===== src/rtl/add4_arbiter_if.sv =====
// rtl/add4_arbiter_if.sv - requester/consumer handshake bundle for the shared-adder arbiter
// master drives operands and resp_ready; slave is the arbiter side.
interface add4_arbiter_if #(
    parameter int NREQ  = 4,
    parameter int WIDTH = 4
) ();
    localparam int IDW = $clog2(NREQ);

    logic [NREQ-1:0]  req_valid;
    logic [NREQ-1:0]  req_ready;
    logic [WIDTH-1:0] req_a [NREQ];
    logic [WIDTH-1:0] req_b [NREQ];

    logic             resp_valid;
    logic             resp_ready;
    logic [WIDTH-1:0] resp_sum;
    logic             resp_carry;
    logic [IDW-1:0]   resp_id;

    modport master (
        output req_valid, req_a, req_b, resp_ready,
        input  req_ready, resp_valid, resp_sum, resp_carry, resp_id
    );

    modport slave (
        input  req_valid, req_a, req_b, resp_ready,
        output req_ready, resp_valid, resp_sum, resp_carry, resp_id
    );
endinterface


===== src/rtl/add4_arbiter.sv =====
// rtl/add4_arbiter.sv - round-robin scheduler sharing one WIDTH-bit adder among NREQ requesters
// One-deep registered result stage; a drain and a refill may happen on the same edge.
module add4_arbiter #(
    parameter int NREQ  = 4,
    parameter int WIDTH = 4
) (
    input  logic               clk,
    input  logic               rst_n,
    add4_arbiter_if.slave      bus
);
    localparam int IDW = $clog2(NREQ);

    logic [IDW-1:0]   r_prio;
    logic             r_valid;
    logic [WIDTH-1:0] r_sum;
    logic             r_carry;
    logic [IDW-1:0]   r_id;

    logic             w_found;
    logic [IDW-1:0]   w_win;
    logic             w_can_accept;
    logic             w_accept;
    logic [NREQ-1:0]  w_ready;
    logic [WIDTH:0]   w_sum_full;
    logic [IDW-1:0]   w_prio_nxt;

    // Modulo-NREQ increment that also wraps correctly for non-power-of-2 NREQ.
    function automatic logic [IDW-1:0] wrap_add(input logic [IDW-1:0] base, input int off);
        int s;
        s = int'(base) + off;
        if (s >= NREQ) begin
            s = s - NREQ;
        end
        return IDW'(s);
    endfunction

    always_comb begin
        w_found = 1'b0;
        w_win   = '0;
        for (int i = 0; i < NREQ; i++) begin
            if (!w_found && bus.req_valid[wrap_add(r_prio, i)]) begin
                w_found = 1'b1;
                w_win   = wrap_add(r_prio, i);
            end
        end
    end

    // rst_n gates the grant so req_ready is low while reset is held.
    assign w_can_accept = !r_valid || bus.resp_ready;
    assign w_accept     = rst_n && w_found && w_can_accept;

    always_comb begin
        w_ready = '0;
        if (w_accept) begin
            w_ready[w_win] = 1'b1;
        end
    end

    assign w_sum_full = {1'b0, bus.req_a[w_win]} + {1'b0, bus.req_b[w_win]};
    assign w_prio_nxt = wrap_add(w_win, 1);

    always_ff @(posedge clk or negedge rst_n) begin
        if (!rst_n) begin
            r_prio  <= '0;
            r_valid <= 1'b0;
            r_sum   <= '0;
            r_carry <= 1'b0;
            r_id    <= '0;
        end else if (w_accept) begin
            r_prio  <= w_prio_nxt;
            r_valid <= 1'b1;
            r_sum   <= w_sum_full[WIDTH-1:0];
            r_carry <= w_sum_full[WIDTH];
            r_id    <= w_win;
        end else if (bus.resp_ready) begin
            r_valid <= 1'b0;
        end
    end

    assign bus.req_ready  = w_ready;
    assign bus.resp_valid = r_valid;
    assign bus.resp_sum   = r_sum;
    assign bus.resp_carry = r_carry;
    assign bus.resp_id    = r_id;
endmodule


===== src/flat_wrapper.sv =====
// flat-port wrapper written by rule: the top's interface ports become plain ports
module add4_arbiter_flat 
#(
    parameter int NREQ  = 4,
    parameter int WIDTH = 4
)
  (clk, rst_n, bus_req_valid, bus_req_a, bus_req_b, bus_resp_ready, bus_req_ready, bus_resp_valid, bus_resp_sum, bus_resp_carry, bus_resp_id);
  add4_arbiter_if #(.NREQ(NREQ), .WIDTH(WIDTH)) bus_i ();
  input  logic clk;
  input  logic rst_n;
  input wire logic [$bits(bus_i.req_valid)-1:0] bus_req_valid;
  input wire logic [$bits(bus_i.req_a)-1:0] bus_req_a;
  input wire logic [$bits(bus_i.req_b)-1:0] bus_req_b;
  input wire logic [$bits(bus_i.resp_ready)-1:0] bus_resp_ready;
  output wire logic [$bits(bus_i.req_ready)-1:0] bus_req_ready;
  output wire logic [$bits(bus_i.resp_valid)-1:0] bus_resp_valid;
  output wire logic [$bits(bus_i.resp_sum)-1:0] bus_resp_sum;
  output wire logic [$bits(bus_i.resp_carry)-1:0] bus_resp_carry;
  output wire logic [$bits(bus_i.resp_id)-1:0] bus_resp_id;
  assign bus_i.req_valid = bus_req_valid;
  assign bus_i.req_a = {>>{bus_req_a}};
  assign bus_i.req_b = {>>{bus_req_b}};
  assign bus_i.resp_ready = bus_resp_ready;
  assign bus_req_ready = bus_i.req_ready;
  assign bus_resp_valid = bus_i.resp_valid;
  assign bus_resp_sum = bus_i.resp_sum;
  assign bus_resp_carry = bus_i.resp_carry;
  assign bus_resp_id = bus_i.resp_id;
  add4_arbiter #(.NREQ(NREQ), .WIDTH(WIDTH)) u_core (.clk(clk), .rst_n(rst_n), .bus(bus_i));
endmodule

===== config.mk =====
export PLATFORM = sky130hd
export DESIGN_NAME = add4_arbiter_flat
export DESIGN_NICKNAME = d
export VERILOG_FILES = /design/src/rtl/add4_arbiter_if.sv /design/src/rtl/add4_arbiter.sv /design/src/flat_wrapper.sv
export SDC_FILE = /design/constraint.sdc
export NUM_CORES = 1
export LEC_CHECK = 0
export BUFFER_PORTS_ARGS = -buffer_cell sky130_fd_sc_hd__buf_2
export CAP_MARGIN = 20
export CORE_UTILIZATION = 40
export DETAILED_ROUTE_END_ITERATION = 6
export GPL_ROUTABILITY_DRIVEN = 1
export MAX_ROUTING_LAYER = met4
export PLACE_DENSITY = 0.78
export SYNTH_ARGS = -nofsm -noshare
export SYNTH_HDL_FRONTEND = slang
export SYNTH_SLANG_ARGS = --single-unit

===== constraint.sdc =====
create_clock -name clk -period 2.32 [get_ports clk]
set_input_delay 0.464 -clock clk [delete_from_list [all_inputs] [get_ports clk]]
set_output_delay 0.464 -clock clk [all_outputs]
set_load 0.1 [all_outputs]

# ---- After elaboration in Yosys (flattened, before gate mapping)
# Index checks and enable logic that the tools add are counted.
dict set report word_totals {
  output_inout_bits 12
  mem_count 0
  reg_bits 10
  input_bits 39
  word_cells 72
  latchBits 0
  mem_bits_rw 0
  rom_bits 0
}
dict set report op_classes {
  n_eq_ne 0
  mul 0
  div 0
  bitwise_logic 1
  n_addsub 10
  n_lt_le_gt_ge 12
  n_shift 0
  mux 32
  n_reduce_logical 12
}
# cell n
set op_table {}
lappend op_table {{4-bit 2-to-1 mux} 5}
lappend op_table {{2-bit 2-to-1 mux} 9}
lappend op_table {{4-bit binary-select mux with 2-bit select} 2}
lappend op_table {{3-bit greater-or-equal comparator (second input constant)} 5}
lappend op_table {{2-bit by 3-bit < comparator with 1-bit output (second input constant)} 5}
lappend op_table {{1-bit 2-to-1 mux} 11}
lappend op_table {{2-bit by 1-bit subtractor with 2-bit output (second input constant)} 5}
lappend op_table {{1-bit binary-select mux with 2-bit select} 4}
lappend op_table {{2-bit by 1-bit adder with 3-bit output (second input constant)} 2}
lappend op_table {{2-bit by 2-bit adder with 3-bit output (second input constant)} 2}
lappend op_table {{1-bit logical AND} 6}
lappend op_table {{4-bit by 4-bit adder with 5-bit output} 1}
lappend op_table {{1-bit logical NOT} 4}
lappend op_table {{2-bit by 3-bit greater-or-equal comparator with 1-bit output (second input constant)} 1}
lappend op_table {{2-bit NOT with 3-bit output} 1}
lappend op_table {{1-bit demux with 2-bit select} 1}
lappend op_table {{2-bit by 1-bit greater-or-equal comparator with 1-bit output (second input constant)} 1}
lappend op_table {{2-bit nonzero test} 1}
lappend op_table {{1-bit logical OR} 1}

# ---- Depth between registers and ports, before layout
dict set report depth {
  word_depth 19
  mapped_depth 12
  ltp_nobuf 10
}

# ---- Least setup slack after synthesis
# No wires, ideal clock.
dict set report synth_path {
  kind {flip-flop to output port}
  startpoint {register u_core.r_valid, in the netlist u_core.bus.resp_valid}
  endpoint {output bus_req_ready[0]}
  required_time_ns 1.856
  path_stages_with_launch 4
  n_path_buf 1
  slack_ns -0.306
  arrival_time_ns 2.162
  cell_sequence {dfrtp_1 a21oi_2 buf_2 and2_1}
}
dict set report synth_between {
  elab_chain_cells 4
}
# element line
set synth_lines {}
lappend synth_lines {{start: declaration} add4_arbiter.sv:14} ;# logic r_valid;
lappend synth_lines {{start signal: assignment} add4_arbiter.sv:65} ;# r_valid <= 1'b0;
lappend synth_lines {{start signal: assignment} add4_arbiter.sv:71} ;# r_valid <= 1'b1;
lappend synth_lines {{start signal: assignment} add4_arbiter.sv:76} ;# r_valid <= 1'b0;
lappend synth_lines {{1-bit logical NOT} add4_arbiter.sv:49} ;# assign w_can_accept = !r_valid || bus.resp_ready;
lappend synth_lines {{1-bit logical OR} add4_arbiter.sv:49}
lappend synth_lines {{1-bit logical AND} add4_arbiter.sv:50} ;# assign w_accept = rst_n && w_found && w_can_accept;
lappend synth_lines {{4-bit 2-to-1 mux} add4_arbiter.sv:54} ;# if (w_accept) begin
lappend synth_lines {{end: declaration} flat_wrapper.sv:15} ;# output wire logic [$bits(bus_i.req_ready)-1:0] bus_req_ready;
# No other way between the ends.

# ---- Worst setup path after layout
dict set report layout_path {
  startpoint {register u_core.r_prio[1]}
  endpoint {register u_core.r_carry, in the netlist u_core.bus.resp_carry}
}
dict set report layout_between {
  elab_chain_cells 19
  word_cells_on_any_way 47
  classes_between {add/sub (8); order compare (4); mux (26); bitwise (1); reduce/logical (8)}
}
# element line
set layout_lines {}
lappend layout_lines {{start: declaration} add4_arbiter.sv:13} ;# logic [IDW-1:0] r_prio;
lappend layout_lines {{start signal: assignment} add4_arbiter.sv:70} ;# r_prio <= w_prio_nxt;
lappend layout_lines {{parallel branches: the longest is 19 deep, another holds 2-bit by 1-bit adder with 3-bit output} -}
lappend layout_lines {{end signal: assignment} add4_arbiter.sv:73} ;# r_carry <= w_sum_full[WIDTH];
lappend layout_lines {{end: declaration} add4_arbiter.sv:16} ;# logic r_carry;
# Several ways; the timed one is not identified. The select of a mux whose other input is x is not followed.
# A chain may end at the register's enable or synchronous reset.

==> flow_summary.yaml <==
status:
  status: "finished with violations"
  violations: "negative setup slack"
timing:
  layout_min_cycle_time_ns: 2.459
  rsz0062_at_grt: "yes"
  hold_violations: 0
  slew_violations: 0
  skew_ns: 0.001769
  fin_worst_hold_slack_ns: 0.1283
  setup_viol: 7
  period_share: 1.060
  setup_slack_ns: -0.1395
  fmax_mhz: 406.6
  tightestPinTransition_ns: 0.4867
  slew-limit-headroom: 0.6778
power_and_ir_drop:
  leakage_nw: 0.8470
  peakVddDrop_uv: 1268
  p_per_area_nw_per_um2: 1331
clock_network:
  cts_buffers: 3
  cts_tree: "built"
  cts.sinks: 10
  cts.htree.levels: 1
  clockRootBuffer: "clkbuf_4"
  insertion_delay_ns: 0.26
  cts.reportedPaths.clkPinSlew_ns: 0.06
  clock_path_buffers: 2
critical_path:
  critical_path.endpoint_type: "flop"
  critPathArrivalTime_ns: 2.61
  crit_fanout: 5
  worst-setup-path-type: "flop to flop"
  cp-start-kind: "flop"
  worstPathRequired_ns: 2.47
finish:
  multi_input_area_sq_um: 745.7
  antenna_cells: 0
  area_growth_pct: 75.33
  stdcell_area_sq_um: 1654
  fin_nets: 214
  regArea_sq_um: 251.5
  drive_above_1_share: 0.7091
  fillCellCount: 156
die:
  dieArea_sq_um: 2557
  dieWidth_um: 50.57
  io-pin-count: 51
  fp-row-count: 17
  die_h_um: 50.57
  coreArea_sq_um: 2212
  start_util: 0.4265
yosys:
  synth_warnings: 0
  synthArstFlopShare: 1.000
  ys_ff_latch: 10
  ys_seq_area_frac: 0.2653
  synth_ff_type: "dfrtp_1"
  avgSynthCellArea_sq_um: 10.97
  postSynthCellCount: 86
  syn_nets: 134
  synth_edf_count: 0
  syn_area_sq_um: 943.4
  ys_types: 23
global_route:
  grt_pass1_wl_um: 4195
  grt_max_degree: 13
  global_route.overflow_total: 0
  grt_pass1_vias: 992
  grt_use_total: 0.2293
  antenna_found_initial: 0
detailed_routing:
  finalWirelength_um: 2936
  dr.pass1.iters: 3
  ant_nets: 0
  wl_per_cell_um: 15.21
  drtIter0Drc: 8
  drc: 0
  routed_via_density: 5.026
  vias: 970
placement:
  placed_area_sq_um: 1408
  gp_congestion: 0.7418
  pre_cts_slack_ns: -0.2681
  dp_hpwl_um: 2024
  io_buffers: 50
flow_run:
  maxCapViolCount: 0
hold_path:
  hold_class: "input pin to async pin"
Yosys cell counts (2+ instances only):
cell type / count / share of area
ha_1: 8 / 0.11
dfrtp_1: 10 / 0.27
nor2_1: 3 / 0.012
mux2_2: 6 / 0.072
buf_6: 2 / 0.024
inv_1: 4 / 0.016
mux2i_1: 25 / 0.27
a21oi_1: 7 / 0.037
xnor2_1: 2 / 0.019
a21oi_2: 2 / 0.019
and2_1: 4 / 0.027
a21o_1: 2 / 0.016
per-stage QoR:
stage	total power, mW	TNS, ns	instances	util
4_1_cts	2.058	-0.1772	191	0.7019
3_5_place_dp	1.742	-0.8799	180	0.6363
2_1_floorplan	1.372	-0.1012	86	-
5_1_grt	2.298	-1.056	193	0.7477
6_report	2.201	-0.4707	193	0.7477
3_3_place_gp	1.693	-0.4402	180	0.6363
worst max-delay path, cell delays in order, from the launching register on:
cell and delay (ns):
dfrtp_1 0.44, nand2_2 0.12, nand3b_1 0.09, a2bb2oi_2 0.20
buf_6 0.16, mux2i_1 0.21, mux2i_1 0.11, ha_2 0.21
fa_2 0.39, a21o_1 0.19, a21oi_2 0.16, a21oi_2 0.07
per-layer routing:
metal / track usage / part of all wire
met4: 0.1111 / 0.016
met5: - / 0
met2: 0.4311 / 0.55
met1: 0.2356 / 0.40
met3: 0.02121 / 0.028
where the power goes:
part           internal [mW]  switching [mW]
logic                  0.708            1.03
registers              0.251          0.0541
clock network         0.0953          0.0597
total                   1.05            1.15
placed cells by master, fill, tap and decap left out, types with 3 or more instances in the layout:
| master | instances |
|---|---|
| buf_6 | 5 |
| dfrtp_1 | 9 |
| a21oi_2 | 6 |
| a21oi_1 | 3 |
| ha_1 | 3 |
| and2_4 | 4 |
| mux2_2 | 4 |
| buf_12 | 5 |
| buf_2 | 46 |
| buf_4 | 23 |
| clkbuf_4 | 3 |
| mux2i_1 | 23 |
| nor2_1 | 3 |
| ha_4 | 4 |
state kept, by name, summed over array words and instances (netlist names):
| register | count |
|---|---|
| u_core.r_prio | 2 |
| u_core.bus.resp_carry | 1 |
| u_core.bus.resp_valid | 1 |
| u_core.bus.resp_sum | 4 |
| u_core.bus.resp_id | 2 |
path summary, 6_finish.rpt:
path | startpoint | to | slack (ns) | cells past startpoint
worst max-delay path | u_core.r_prio[1]$_DFFE_PN0P_ | u_core.bus.resp_carry$_DFFE_PN0P_ | -0.14 | 11
worst min-delay path | rst_n | u_core.bus.resp_carry$_DFFE_PN0P_ | 0.13 | 2
worst max register to register | u_core.r_prio[1]$_DFFE_PN0P_ | u_core.bus.resp_carry$_DFFE_PN0P_ | -0.14 | 11
worst min register to register | u_core.bus.resp_id[1]$_DFFE_PN0P_ | u_core.bus.resp_id[1]$_DFFE_PN0P_ | 0.51 | 1
max in group asynchronous | rst_n | u_core.bus.resp_valid$_DFFE_PN0P_ | 2.04 | 2
min in group clk | bus_resp_ready | u_core.bus.resp_valid$_DFFE_PN0P_ | 0.41 | 2
cells by family after synthesis:
kind of cell / after synthesis / share of synthesized area
buffers and inverters: 9 / 0.07028
adder cells (fa/ha/maj): 9 / 0.1273
flip-flops: 10 / 0.2653
AO/OA/AOI/OAI: 15 / 0.1233
XOR/XNOR: 2 / 0.01857
AND/OR/NAND/NOR: 10 / 0.05835
multiplexers: 31 / 0.3369
layout make-up:
cell class,instances,area share
Clock buffer,4,0.02194
Multi-Input combinational cell,67,0.4508
Sequential cell,10,0.1520
Tap cell,28,0.02118
Timing Repair Buffer,79,0.3381
Inverter,5,0.01588
what timing repair did:
action / 4_1_cts / 5_1_grt
endpoints found under the hold margin: 0 / 0
buffers inserted: 7 / 2
setup endpoints to repair: 7 / 8
pin swaps: 2 / 5
hold buffers: 0 / 0
resized for setup: 19 / 17
(Power assumes the default switching activity.)
